$ cat config.mk
export PLATFORM = sky130hd
export DESIGN_NAME = main_control_fsm
export DESIGN_NICKNAME = d
export VERILOG_FILES = /design/src/rtl/main_control_fsm.sv
export SDC_FILE = /design/constraint.sdc
export NUM_CORES = 1
export LEC_CHECK = 0
export ABC_CLOCK_PERIOD_IN_PS = 2300
export CORE_AREA = 2 2 39 41
export DETAILED_ROUTE_END_ITERATION = 6
export DIE_AREA = 0 0 41 43
export DONT_BUFFER_PORTS = 1
export HOLD_SLACK_MARGIN = 0.15
export PLACE_DENSITY = 0.69
export SYNTH_ARGS = -nofsm -noshare
export SYNTH_HDL_FRONTEND = slang
export SYNTH_SLANG_ARGS = --single-unit
$ cat constraint.sdc
create_clock -name clk -period 2.3 [get_ports clk]
set_clock_uncertainty 0.15 [all_clocks]
set_input_delay 0.46 -clock clk [delete_from_list [all_inputs] [get_ports clk]]
set_output_delay 0.46 -clock clk [all_outputs]
set_load 0.05 [all_outputs]
$ cat src/rtl/main_control_fsm.sv
// Multi-cycle main controller: FETCH/DECODE/EXEC/MEM/WB sequencing with memory-ready stalls.
// Define ILLEGAL_OP_TRAP_EN to send illegal opcodes to a sticky TRAP state instead of treating them as NOPs.
module main_control_fsm #(
    parameter int unsigned RESET_STATE_IDLE = 1
) (
    input  logic       clk,
    input  logic       rst,
    input  logic [4:0] instr_op,
    input  logic       mem_ready,
    input  logic       zero,
    output logic [4:0] op_code,
    output logic [4:0] alu_code,
    output logic       ir_write,
    output logic       pc_write,
    output logic       mem_req,
    output logic       mem_we,
    output logic       reg_write,
    output logic       mem_to_reg,
    output logic [1:0] pc_src,
    output logic [1:0] alu_src_b,
    output logic       halted,
    output logic       trap
);

    typedef enum logic [2:0] {
        S_IDLE   = 3'd0,
        S_FETCH  = 3'd1,
        S_DECODE = 3'd2,
        S_EXEC   = 3'd3,
        S_MEM    = 3'd4,
        S_WB     = 3'd5,
        S_HALT   = 3'd6,
        S_TRAP   = 3'd7
    } state_t;

    localparam state_t RESET_STATE = (RESET_STATE_IDLE != 0) ? S_IDLE : S_FETCH;

    localparam logic [4:0] OP_LW   = 5'b01000;
    localparam logic [4:0] OP_SW   = 5'b01001;
    localparam logic [4:0] OP_BEQ  = 5'b01010;
    localparam logic [4:0] OP_JMP  = 5'b01011;
    localparam logic [4:0] OP_LI   = 5'b01100;
    localparam logic [4:0] OP_ADDI = 5'b01101;
    localparam logic [4:0] OP_CMP  = 5'b01110;
    localparam logic [4:0] OP_HALT = 5'b11111;

    state_t     r_state;
    state_t     w_next;
    logic [4:0] r_op;

    logic w_is_rtype;
    logic w_is_lw;
    logic w_is_sw;
    logic w_is_beq;
    logic w_is_jmp;
    logic w_is_li;
    logic w_is_addi;
    logic w_is_cmp;
    logic w_is_halt;
    logic w_is_legal;

    always_comb begin
        w_is_rtype = (r_op[4:3] == 2'b00);
        w_is_lw    = (r_op == OP_LW);
        w_is_sw    = (r_op == OP_SW);
        w_is_beq   = (r_op == OP_BEQ);
        w_is_jmp   = (r_op == OP_JMP);
        w_is_li    = (r_op == OP_LI);
        w_is_addi  = (r_op == OP_ADDI);
        w_is_cmp   = (r_op == OP_CMP);
        w_is_halt  = (r_op == OP_HALT);
        w_is_legal = w_is_rtype | w_is_lw | w_is_sw | w_is_beq | w_is_jmp |
                     w_is_li | w_is_addi | w_is_cmp | w_is_halt;
    end

    always_ff @(posedge clk or posedge rst) begin
        if (rst) begin
            r_state <= RESET_STATE;
            r_op    <= '0;
        end else begin
            r_state <= w_next;
            if ((r_state == S_FETCH) && mem_ready) begin
                r_op <= instr_op;
            end
        end
    end

    assign op_code = r_op;

    always_comb begin
        w_next     = r_state;
        alu_code   = '0;
        ir_write   = 1'b0;
        pc_write   = 1'b0;
        mem_req    = 1'b0;
        mem_we     = 1'b0;
        reg_write  = 1'b0;
        mem_to_reg = 1'b0;
        pc_src     = 2'b00;
        alu_src_b  = 2'b00;
        halted     = 1'b0;
        trap       = 1'b0;

        case (r_state)
            S_IDLE: begin
                w_next = S_FETCH;
            end

            S_FETCH: begin
                mem_req   = 1'b1;
                alu_code  = 5'b00010;
                alu_src_b = 2'b01;
                if (mem_ready) begin
                    ir_write = 1'b1;
                    pc_write = 1'b1;
                    w_next   = S_DECODE;
                end
            end

            S_DECODE: begin
                alu_code  = 5'b00010;
                alu_src_b = 2'b10;
                if (w_is_halt) begin
                    w_next = S_HALT;
                end else if (!w_is_legal) begin
`ifdef ILLEGAL_OP_TRAP_EN
                    w_next = S_TRAP;
`else
                    w_next = S_FETCH;
`endif
                end else begin
                    w_next = S_EXEC;
                end
            end

            S_EXEC: begin
                if (w_is_rtype) begin
                    alu_code = 5'b00001;
                    w_next   = S_WB;
                end else if (w_is_lw || w_is_sw || w_is_addi) begin
                    alu_code  = 5'b00010;
                    alu_src_b = 2'b10;
                    w_next    = w_is_addi ? S_WB : S_MEM;
                end else if (w_is_li) begin
                    alu_code  = 5'b01000;
                    alu_src_b = 2'b10;
                    w_next    = S_WB;
                end else if (w_is_cmp) begin
                    alu_code = 5'b00100;
                    w_next   = S_WB;
                end else if (w_is_beq) begin
                    alu_code = 5'b10000;
                    pc_src   = 2'b01;
                    pc_write = zero;
                    w_next   = S_FETCH;
                end else if (w_is_jmp) begin
                    pc_src   = 2'b10;
                    pc_write = 1'b1;
                    w_next   = S_FETCH;
                end else begin
                    // Unreachable for decoded opcodes; recover without side effects.
                    w_next = S_FETCH;
                end
            end

            S_MEM: begin
                mem_req = 1'b1;
                mem_we  = w_is_sw;
                if (mem_ready) begin
                    w_next = w_is_sw ? S_FETCH : S_WB;
                end
            end

            S_WB: begin
                reg_write  = 1'b1;
                mem_to_reg = w_is_lw;
                w_next     = S_FETCH;
            end

            S_HALT: begin
                halted = 1'b1;
            end

            S_TRAP: begin
`ifdef ILLEGAL_OP_TRAP_EN
                trap = 1'b1;
`else
                w_next = S_FETCH;
`endif
            end
        endcase
    end

endmodule

# Word-level counts from Yosys, hierarchy flattened
# Cells that the tools add are included.
# totals
ff_bits	8
latchBits	0
mem_bits_rw	0
rom_bits	0
inputBits	9
word_cells	79
n_memories	0
# op_classes
add_sub_neg	0
multipliers	0
div	0
magnitude_cmp	0
n_eq_ne	17
n_shift	0
muxes	42
bitwise_logic	8
reduce_logical	10
# op_table
cell	count
$eq A5 B4 Y1 const B	7
$mux W5	5
$mux W3	8
$mux W2	11
$pmux W3 S5	1
$mux W1	14
$eq A3 B3 Y1 const B	4
$pmux W5 S2	1
$or A1 B1 Y1	8
$eq A3 B2 Y1 const B	2
$pmux W2 S3	1
$eq A5 B5 Y1 const B	1
$reduce_bool A5 Y1	1
$ne A2 B2 Y1 const B	2
$reduce_or A2 Y1	2
$eq A3 B1 Y1 const B	1
$logic_not A3 Y1	1
$reduce_and A3 Y1	1
$reduce_or A3 Y1	1
$logic_not A2 Y1	1
$logic_or A1 B1 Y1	2
$pmux W1 S2	1
$logic_and A1 B1 Y1	1

# Longest topological paths before layout
# Gate-level depths: netlist of run 1.
# depth
word_depth	12
ltp_mapped	6
ltp_nobuf	5

# Worst setup path after synthesis of run 1
# OpenSTA, ideal clock, no wires.
# synth_timing
path_kind	reg2out
from	register r_state[0]
to	output port ir_write
arrival_time_ps	2659
t_required_ps	1690
path_slack_ps	-969
path_stages_with_launch	5
path_buffers	1
cell_sequence	dfrtp_1 -> buf_2 -> nor3b_1 -> nand2_1 -> inv_1
# synth_via
elab_chain_len	2
# synth_rtl
item	line	rtl
start: declaration	47	state_t r_state;
start signal: assignment	81	r_state <= w_next;
$eq A3 B1 Y1	104	case (r_state)
$mux W1	104	
end: declaration	13	output logic ir_write,
# No other way between the ends.

# Worst setup path in the final report of run 1
# layout_timing
from	register r_state[2]
to	output port pc_write
# layout_via
elab_chain_len	2
# layout_rtl
item	line	rtl
$eq A3 B2 Y1 / $eq A3 B1 Y1 (equally long branches)	104	
$pmux W1 S2 (*)	104	
end: declaration	14	output logic pc_write,
# Mark *: on every way between the ends. The rest lies on a longest branch, timed or not.

==> results of run 1 <==
state kept, by name, summed over array words and instances (netlist names):
| name | count |
|---|---|
| op_code | 5 |
| r_state | 3 |
area by class of cell:
type | instances | area [µm²]
clock buffer | 4 | 26.28
fill | 116 | 387.9
inverter | 3 | 15.01
multi-input combinational | 63 | 419.2
timing repair buffer | 30 | 310.3
sequential | 8 | 205.2
tap | 16 | 20.02
power breakdown:
group	internal, W	switching (W)
sequential	0.000211	0.0000818
clock	0.0000661	0.0000440
combinational	0.000405	0.000755
total	0.000681	0.000881
timing repair:
action,CTS,global route
gates cloned,0,0
hold buffers,1,0
gates resized for setup,1,2
endpoints found under the setup margin,5,10
setup buffers,0,0
hold endpoints to repair,8,0
routing by layer:
| metal | part of all wire [%] | global-route usage [%] |
|---|---|---|
| met5 | 0 | 0 |
| met4 | 0.80 | 12.00 |
| met3 | 4.0 | 3.141 |
| met2 | 51 | 32.81 |
| met1 | 44 | 25.93 |
worst min-delay path by stage:
stage	slack [ns]	endpoint	depth (start not counted)	start
floorplan	0.13	op_code[2]$_DFFE_PP0P_	1	rst
global placement	0.15	r_state[2]$_DFFE_PP0P_	1	rst
detailed placement	0.15	r_state[0]$_DFFE_PP0P_	1	rst
CTS	0.15	op_code[1]$_DFFE_PP0P_	2	instr_op[1]
global route	0.16	op_code[1]$_DFFE_PP0P_	2	instr_op[1]
finish	0.16	op_code[1]$_DFFE_PP0P_	2	instr_op[1]
metrics by stage:
step | setup TNS, ns | util [%] | instance area [µm²] | hold WS, ns | setup WS, ns
finish | -0.5585 | 71.97 | 996.0 | 0.1636 | -0.2120
CTS | -0.6232 | 71.43 | 988.4 | 0.1528 | -0.2290
floorplan | -1.170 | - | 666.9 | 0.1254 | -0.2229
global route | -1.247 | 71.97 | 996.0 | 0.1595 | -0.2742
detailed placement | 0 | 68.54 | 948.4 | 0.1517 | 0.03592
global placement | 0 | 68.54 | 948.4 | 0.1515 | 0.06681
cells by family (layout without fill, tap and decap cells):
| kind of cell | count (synthesis) | in the layout | share of synthesized area, % |
|---|---|---|---|
| and+or+nand+nor | 48 | 48 | 43.10 |
| DFF | 8 | 8 | 33.47 |
| other | 1 | 1 | 0.6270 |
| xor gates and xnor gates | 1 | 1 | 1.465 |
| muxes | 1 | 1 | 1.674 |
| AOI/OAI and AO/OA | 12 | 12 | 12.55 |
| buffers and inverters | 8 | 37 | 7.113 |
placed cells by master (no fill, tap or decap):
| cell type | Yosys | layout |
|---|---|---|
| a21oi_1 | 4 | 4 |
| a311oi_1 | 1 | 1 |
| and2_1 | 1 | 1 |
| and3_1 | 1 | 1 |
| and3b_1 | 1 | 1 |
| buf_12 | 0 | 6 |
| buf_4 | 1 | 21 |
| buf_6 | 1 | 2 |
| clkbuf_1 | 2 | 1 |
| clkbuf_4 | 0 | 3 |
| clkinvlp_4 | 0 | 1 |
| conb_1 | 1 | 1 |
| dfrtp_1 | 8 | 4 |
| dfrtp_2 | 0 | 4 |
| dlygate4sd3_1 | 0 | 1 |
| inv_1 | 3 | 2 |
| mux2i_1 | 1 | 1 |
| nand2_1 | 21 | 21 |
| nand2b_1 | 2 | 2 |
| nand2b_4 | 1 | 1 |
| nand4_1 | 1 | 1 |
| nor2_1 | 6 | 3 |
| nor2_2 | 0 | 3 |
| nor2b_1 | 3 | 3 |
| nor3_2 | 0 | 2 |
| nor3b_1 | 3 | 1 |
| nor3b_2 | 0 | 1 |
| nor3b_4 | 0 | 1 |
| nor4_2 | 0 | 1 |
| nor4_4 | 0 | 1 |
| nor4b_1 | 1 | 1 |
| o21ai_0 | 4 | 4 |
| o22ai_1 | 1 | 1 |
| o31ai_1 | 1 | 1 |
| o31ai_4 | 0 | 1 |
| or2b_1 | 1 | 1 |
| or3_4 | 1 | 1 |
| or3b_4 | 1 | 1 |
| xor2_1 | 1 | 1 |
worst max-delay path: cells and delay by family, from the launching register on:
kind            cells  cell delay [ns]
compound gates      1             0.22
buf+inv             1             0.17
flops               1             0.37
simple gates        3             0.89
==> metrics.csv, run 1 <==
stage,metric,value,unit
clock_tree,clk_pin_slew,0.05,ns
floorplanning,num_io_pins,31,
global_routing,grt_use_total,20.98,%
sta,setup_viol,4,
critical_path,timing.rr.end,op_code[0]$_DFFE_PP0P_,
drt,drc_errors,0,
sta,hold_viol,0,
synthesis,synth_edf_count,0,
synthesis,synth.avg_cell_area,7.571,µm²
drt,drtPass1Iterations,2,
power,power.density,1568,mW/mm²
layout,nNetsFinal,118,
synthesis,synthArstFlopShare,100.0,%
synthesis,ys_seq_area_share,33.47,%
synthesis,yosys.area.top_type,dfrtp_1,
floorplanning,core-area,0.001384,mm²
critical_path,cp_slowest_cell,or3_4,
global_routing,grt_max_degree,15,
synthesis,syn_inst,79,
sta,fin_crit_sh,109.2,%
critical_path,cp_cell_sequence,nand2b_4 > or3b_4 > or3_4 > o31ai_4 > buf_12,
synthesis,synthTopCellsByCount,"21 x nand2_1, 8 x dfrtp_1, 6 x nor2_1, 4 x a21oi_1, 4 x o21ai_0",
drt,vias,625,
layout,num_antenna_cells,0,
drt,routed_wl,1.619,mm
placement,place.port_buffers,0,
critical_path,reg2reg_depth,7,
synthesis,ys_warn_count,0,
synthesis,synth_top_area_share,33.47,%
clock_tree,cts_buffers,3,
critical_path,reg2reg_from,r_state[0]$_DFFE_PP0P_,
critical_path,worstSetupPathType,reg -> out,
sta,grt_setup_unrepaired,true,
clock_tree,clock-sinks,8,
power,vdd.ir_drop.worst,0.9683,mV
critical_path,start_kind,register,
floorplanning,start_util,43.22,%
clock_tree,htreeDepth,1,
placement,place_hpwl,1.323,mm
synthesis,syn-cell-area,598.1,µm²
global_routing,grt_pass1_wl,2.463,mm
power,total_power,0.001562,W
floorplanning,die_x,41,µm
global_routing,overflow,0,
global_routing,first_global_vias,622,
flow_run,drv_cap,0,
clock_tree,clock_latency,0.25,ns
critical_path,slowest_delay,0.38,ns
global_routing,antenna_found_initial,0,
drt,first_iter_violations,6,
synthesis,synthTopCellsByArea,"dfrtp_1 33%, nand2_1 13%, nor2_1 3.8%, nor3b_1 3.8%, a21oi_1 3.3%",
sta,finalMaxSlewViolations,0,
synthesis,synth_cell_types,31,
floorplanning,die-area,0.001763,mm²
clock_tree,cts_tree,yes,
placement,place_inst,119,
critical_path,critPathLaunch,r_state[2]$_DFFE_PP0P_,
synthesis,synth_ff_type,dfrtp_1,
synthesis,ys_ff_latch,8,
worst_hold_path,hold_class,in -> reg,
critical_path,worst-path-max-fanout,4,
drt,wl_per_cell,13.06,µm
critical_path,ff2ff_setup_slack,0.32,ns
layout,area_growth,66.53,%
placement,gp_congestion,0.7953,
layout,fin_cells,124,
critical_path,crit_path_end_kind,output pin,
synthesis,yosysMostFrequentCell,nand2_1,
floorplanning,rows,14,
critical_path,crit_arrival,1.90,ns
power,leakage,0.4469,nW
drt,vias_per_cell,5.040,
sta,fmax,398.1,MHz
synthesis,syn-num-nets,88,
clock_tree,root_buffer,clkbuf_4,
sta,fin_crit,2.512,ns
critical_path,worstPathRequired,1.69,ns
sta,setup_slack,-0.2120,ns
layout,drive_gt1_share,46.30,%
critical_path,setup.worst_path.end,pc_write,
outcome,violations,negative setup slack,
floorplanning,chipHeight,43,µm
drt,antenna_left,0,
clock_tree,clock_path_buffers,2,
outcome,status,"finished, violations left",
Note: power is estimated with default switching activity, not from simulation.
==> run 2: changes to the inputs <==
Settings changed: CELL_PAD_IN_SITES_DETAIL_PLACEMENT set to 0, CELL_PAD_IN_SITES_GLOBAL_PLACEMENT set to 2, CORE_AREA 2 2 39 41 to 2 2 48 50, DIE_AREA 0 0 41 43 to 0 0 50 52, PLACE_DENSITY 0.69 to 0.8.
==> run 2 against run 1 <==
  * The flow still finishes with violations (negative setup slack)
  * Register-to-register slack improved by 0.09 ns
  * Core utilization fell by 22 points
  * Largest power group unchanged
  * Global-route usage fell by 5.7 points
  * Via count rose by 5.9%
  * Sequential power rose by 6%
  * Sequential share of layout area fell by 1.2 points
  * Count of clock-buffer cells in the layout did not move
  * Final area rose by 6.2%
==> metrics.csv, run 2 (synthesis gave the netlist of run 1 again) <==
stage,metric,value,unit,change
outcome,status,"finished, violations left",,
outcome,violations,negative setup slack,,
clock_tree,clk_pin_slew,0.06,ns,about the same
floorplanning,num_io_pins,31,,unchanged
global_routing,grt_pass1_wl,3.015,mm,+22%
power,vdd.ir_drop.worst,0.8792,mV,-9.2%
global_routing,overflow,0,,unchanged
flow_run,drv_cap,0,,unchanged
clock_tree,cts_buffers,3,,unchanged
critical_path,worstSetupPathType,reg -> out,,
sta,setup_slack,-0.2505,ns,-0.03854 ns
floorplanning,rows,17,,+3
global_routing,grt_max_degree,15,,unchanged
global_routing,antenna_found_initial,0,,unchanged
critical_path,cp_slowest_cell,or3_4,,
floorplanning,die-area,0.002600,mm²,+47%
sta,grt_setup_unrepaired,true,,
layout,area_growth,76.78,%,
clock_tree,clock_path_buffers,2,,unchanged
sta,fmax,392.1,MHz,-1.5%
critical_path,crit_arrival,1.94,ns,+0.04 ns
sta,hold_viol,0,,unchanged
sta,fin_crit_sh,110.9,%,+1.7 points
global_routing,first_global_vias,693,,+11%
floorplanning,chipHeight,52,µm,+21%
sta,finalMaxSlewViolations,0,,unchanged
critical_path,cp_cell_sequence,nand2b_4 > or3b_4 > or3_4 > o31ai_4 > buf_12,,
critical_path,slowest_delay,0.39,ns,about the same
critical_path,worst-path-buf-inv,1,,unchanged
critical_path,start_kind,register,,
floorplanning,core-area,0.002106,mm²,+52%
drt,vias_per_cell,4.832,,-4.1%
layout,largest_reg_flops,5,,unchanged
placement,gp_congestion,0.7639,,-3.9%
layout,nNetsFinal,119,,+0.85%
layout,seq_area,205.2,µm²,unchanged
drt,drc_errors,0,,unchanged
critical_path,worstPathRequired,1.69,ns,about the same
drt,routed_wl,1.765,mm,+9.0%
critical_path,path_delay_family,simple AND/OR/NAND/NOR gates,,
placement,place_hpwl,1.386,mm,+4.7%
layout,fill_cells,199,,+72%
drt,vias,662,,+5.9%
power,power.density,1505,mW/mm²,-4.0%
sta,setup_tns,-0.7657,ns,-0.2072 ns
clock_tree,clock_latency,0.26,ns,about the same
critical_path,crit_path_end_kind,output pin,,
placement,place.port_buffers,0,,unchanged
layout,multi_input_area,452.9,µm²,+8.1%
drt,antenna_left,0,,unchanged
worst_hold_path,hold_class,in -> reg,,
layout,num_antenna_cells,0,,unchanged
sta,setup_viol,5,,+1
drt,first_iter_violations,7,,+1
clock_tree,root_buffer,clkbuf_4,,
drt,drtPass1Iterations,4,,+2
power,leakage,0.4667,nW,+4.4%
floorplanning,die_x,50,µm,+22%
drt,wl_per_cell,12.88,µm,-1.3%
floorplanning,start_util,28.40,%,-15 points
layout,drive_gt1_share,47.71,%,+1.4 points
sta,fin_crit,2.550,ns,+0.03853 ns
critical_path,worst-path-max-fanout,4,,unchanged
global_routing,grt_use_total,15.32,%,-5.7 points
clock_tree,htreeDepth,1,,unchanged
layout,mostFrequentLayoutCells,"20 x nand2_1, 20 x buf_4, 6 x buf_12",,
sta,whs,0.1533,ns,-0.01032 ns
clock_tree,clock-sinks,8,,unchanged
clock_tree,cts_tree,yes,,
## run 2: final timing paths
| check | cells past startpoint | slack [ns] | to | start |
|---|---|---|---|---|
| worst min register to register | 2 | 0.52 | op_code[2]$_DFFE_PP0P_ | op_code[2]$_DFFE_PP0P_ |
| max in group asynchronous | 2 | 1.32 | op_code[0]$_DFFE_PP0P_ | rst |
| worst max register to register | 7 | 0.41 | op_code[0]$_DFFE_PP0P_ | r_state[0]$_DFFE_PP0P_ |
| min in group asynchronous | 2 | 0.43 | r_state[1]$_DFFE_PP0P_ | rst |
| worst min-delay path | 2 | 0.15 | op_code[3]$_DFFE_PP0P_ | instr_op[3] |
| worst max-delay path | 5 | -0.25 | pc_write | r_state[2]$_DFFE_PP0P_ |
## run 2: per-stage QoR
stage | cells | cell area (µm²) | utilization, % | total power [W] | setup slack [ns]
CTS | 135 | 1001 | 47.53 | 0.001552 | -0.2432
global placement | 129 | 948.4 | 45.04 | 0.001406 | 0.07228
global route | 137 | 1057 | 50.21 | 0.001686 | -0.2780
detailed placement | 129 | 948.4 | 45.04 | 0.001419 | 0.04661
floorplan | 79 | 666.9 | - | 0.001074 | -0.2229
finish | 137 | 1057 | 50.21 | 0.001591 | -0.2505
## run 2: final cells by class
| class | count | area share [%] |
|---|---|---|
| clock buffer | 4 | 2.485 |
| inverter | 3 | 1.420 |
| multi-input combinational | 63 | 42.84 |
| sequential | 8 | 19.41 |
| tap | 28 | 3.314 |
| timing repair buffer | 31 | 30.53 |
## run 2: metal layers
metal  vias to the layer above  share of wire (%)  track usage (%)  wire, µm
met3                         3                6.0            4.310       106
met1                       313                 39            17.41       697
met2                        22                 54            26.54       946
met5                         -                  0                0         0
li1                        324                  -                -         -
met4                         0               0.85            6.944        15
## run 2: what timing repair did
| item | in CTS | in global routing |
|---|---|---|
| setup buffers | 0 | 2 |
| endpoints found under the hold margin | 9 | 1 |
| hold buffers | 2 | 1 |
| cloned | 0 | 0 |
| endpoints found under the setup margin | 6 | 9 |
| gates resized for setup | 2 | 7 |
| pin swaps | 0 | 3 |
## run 2: where the power goes
| part | total (W) | internal, W | switching, W |
|---|---|---|---|
| Sequential | 0.000310 | 0.000210 | 0.000100 |
| Combinational | 0.00116 | 0.000395 | 0.000764 |
| Clock | 0.000122 | 0.0000669 | 0.0000552 |
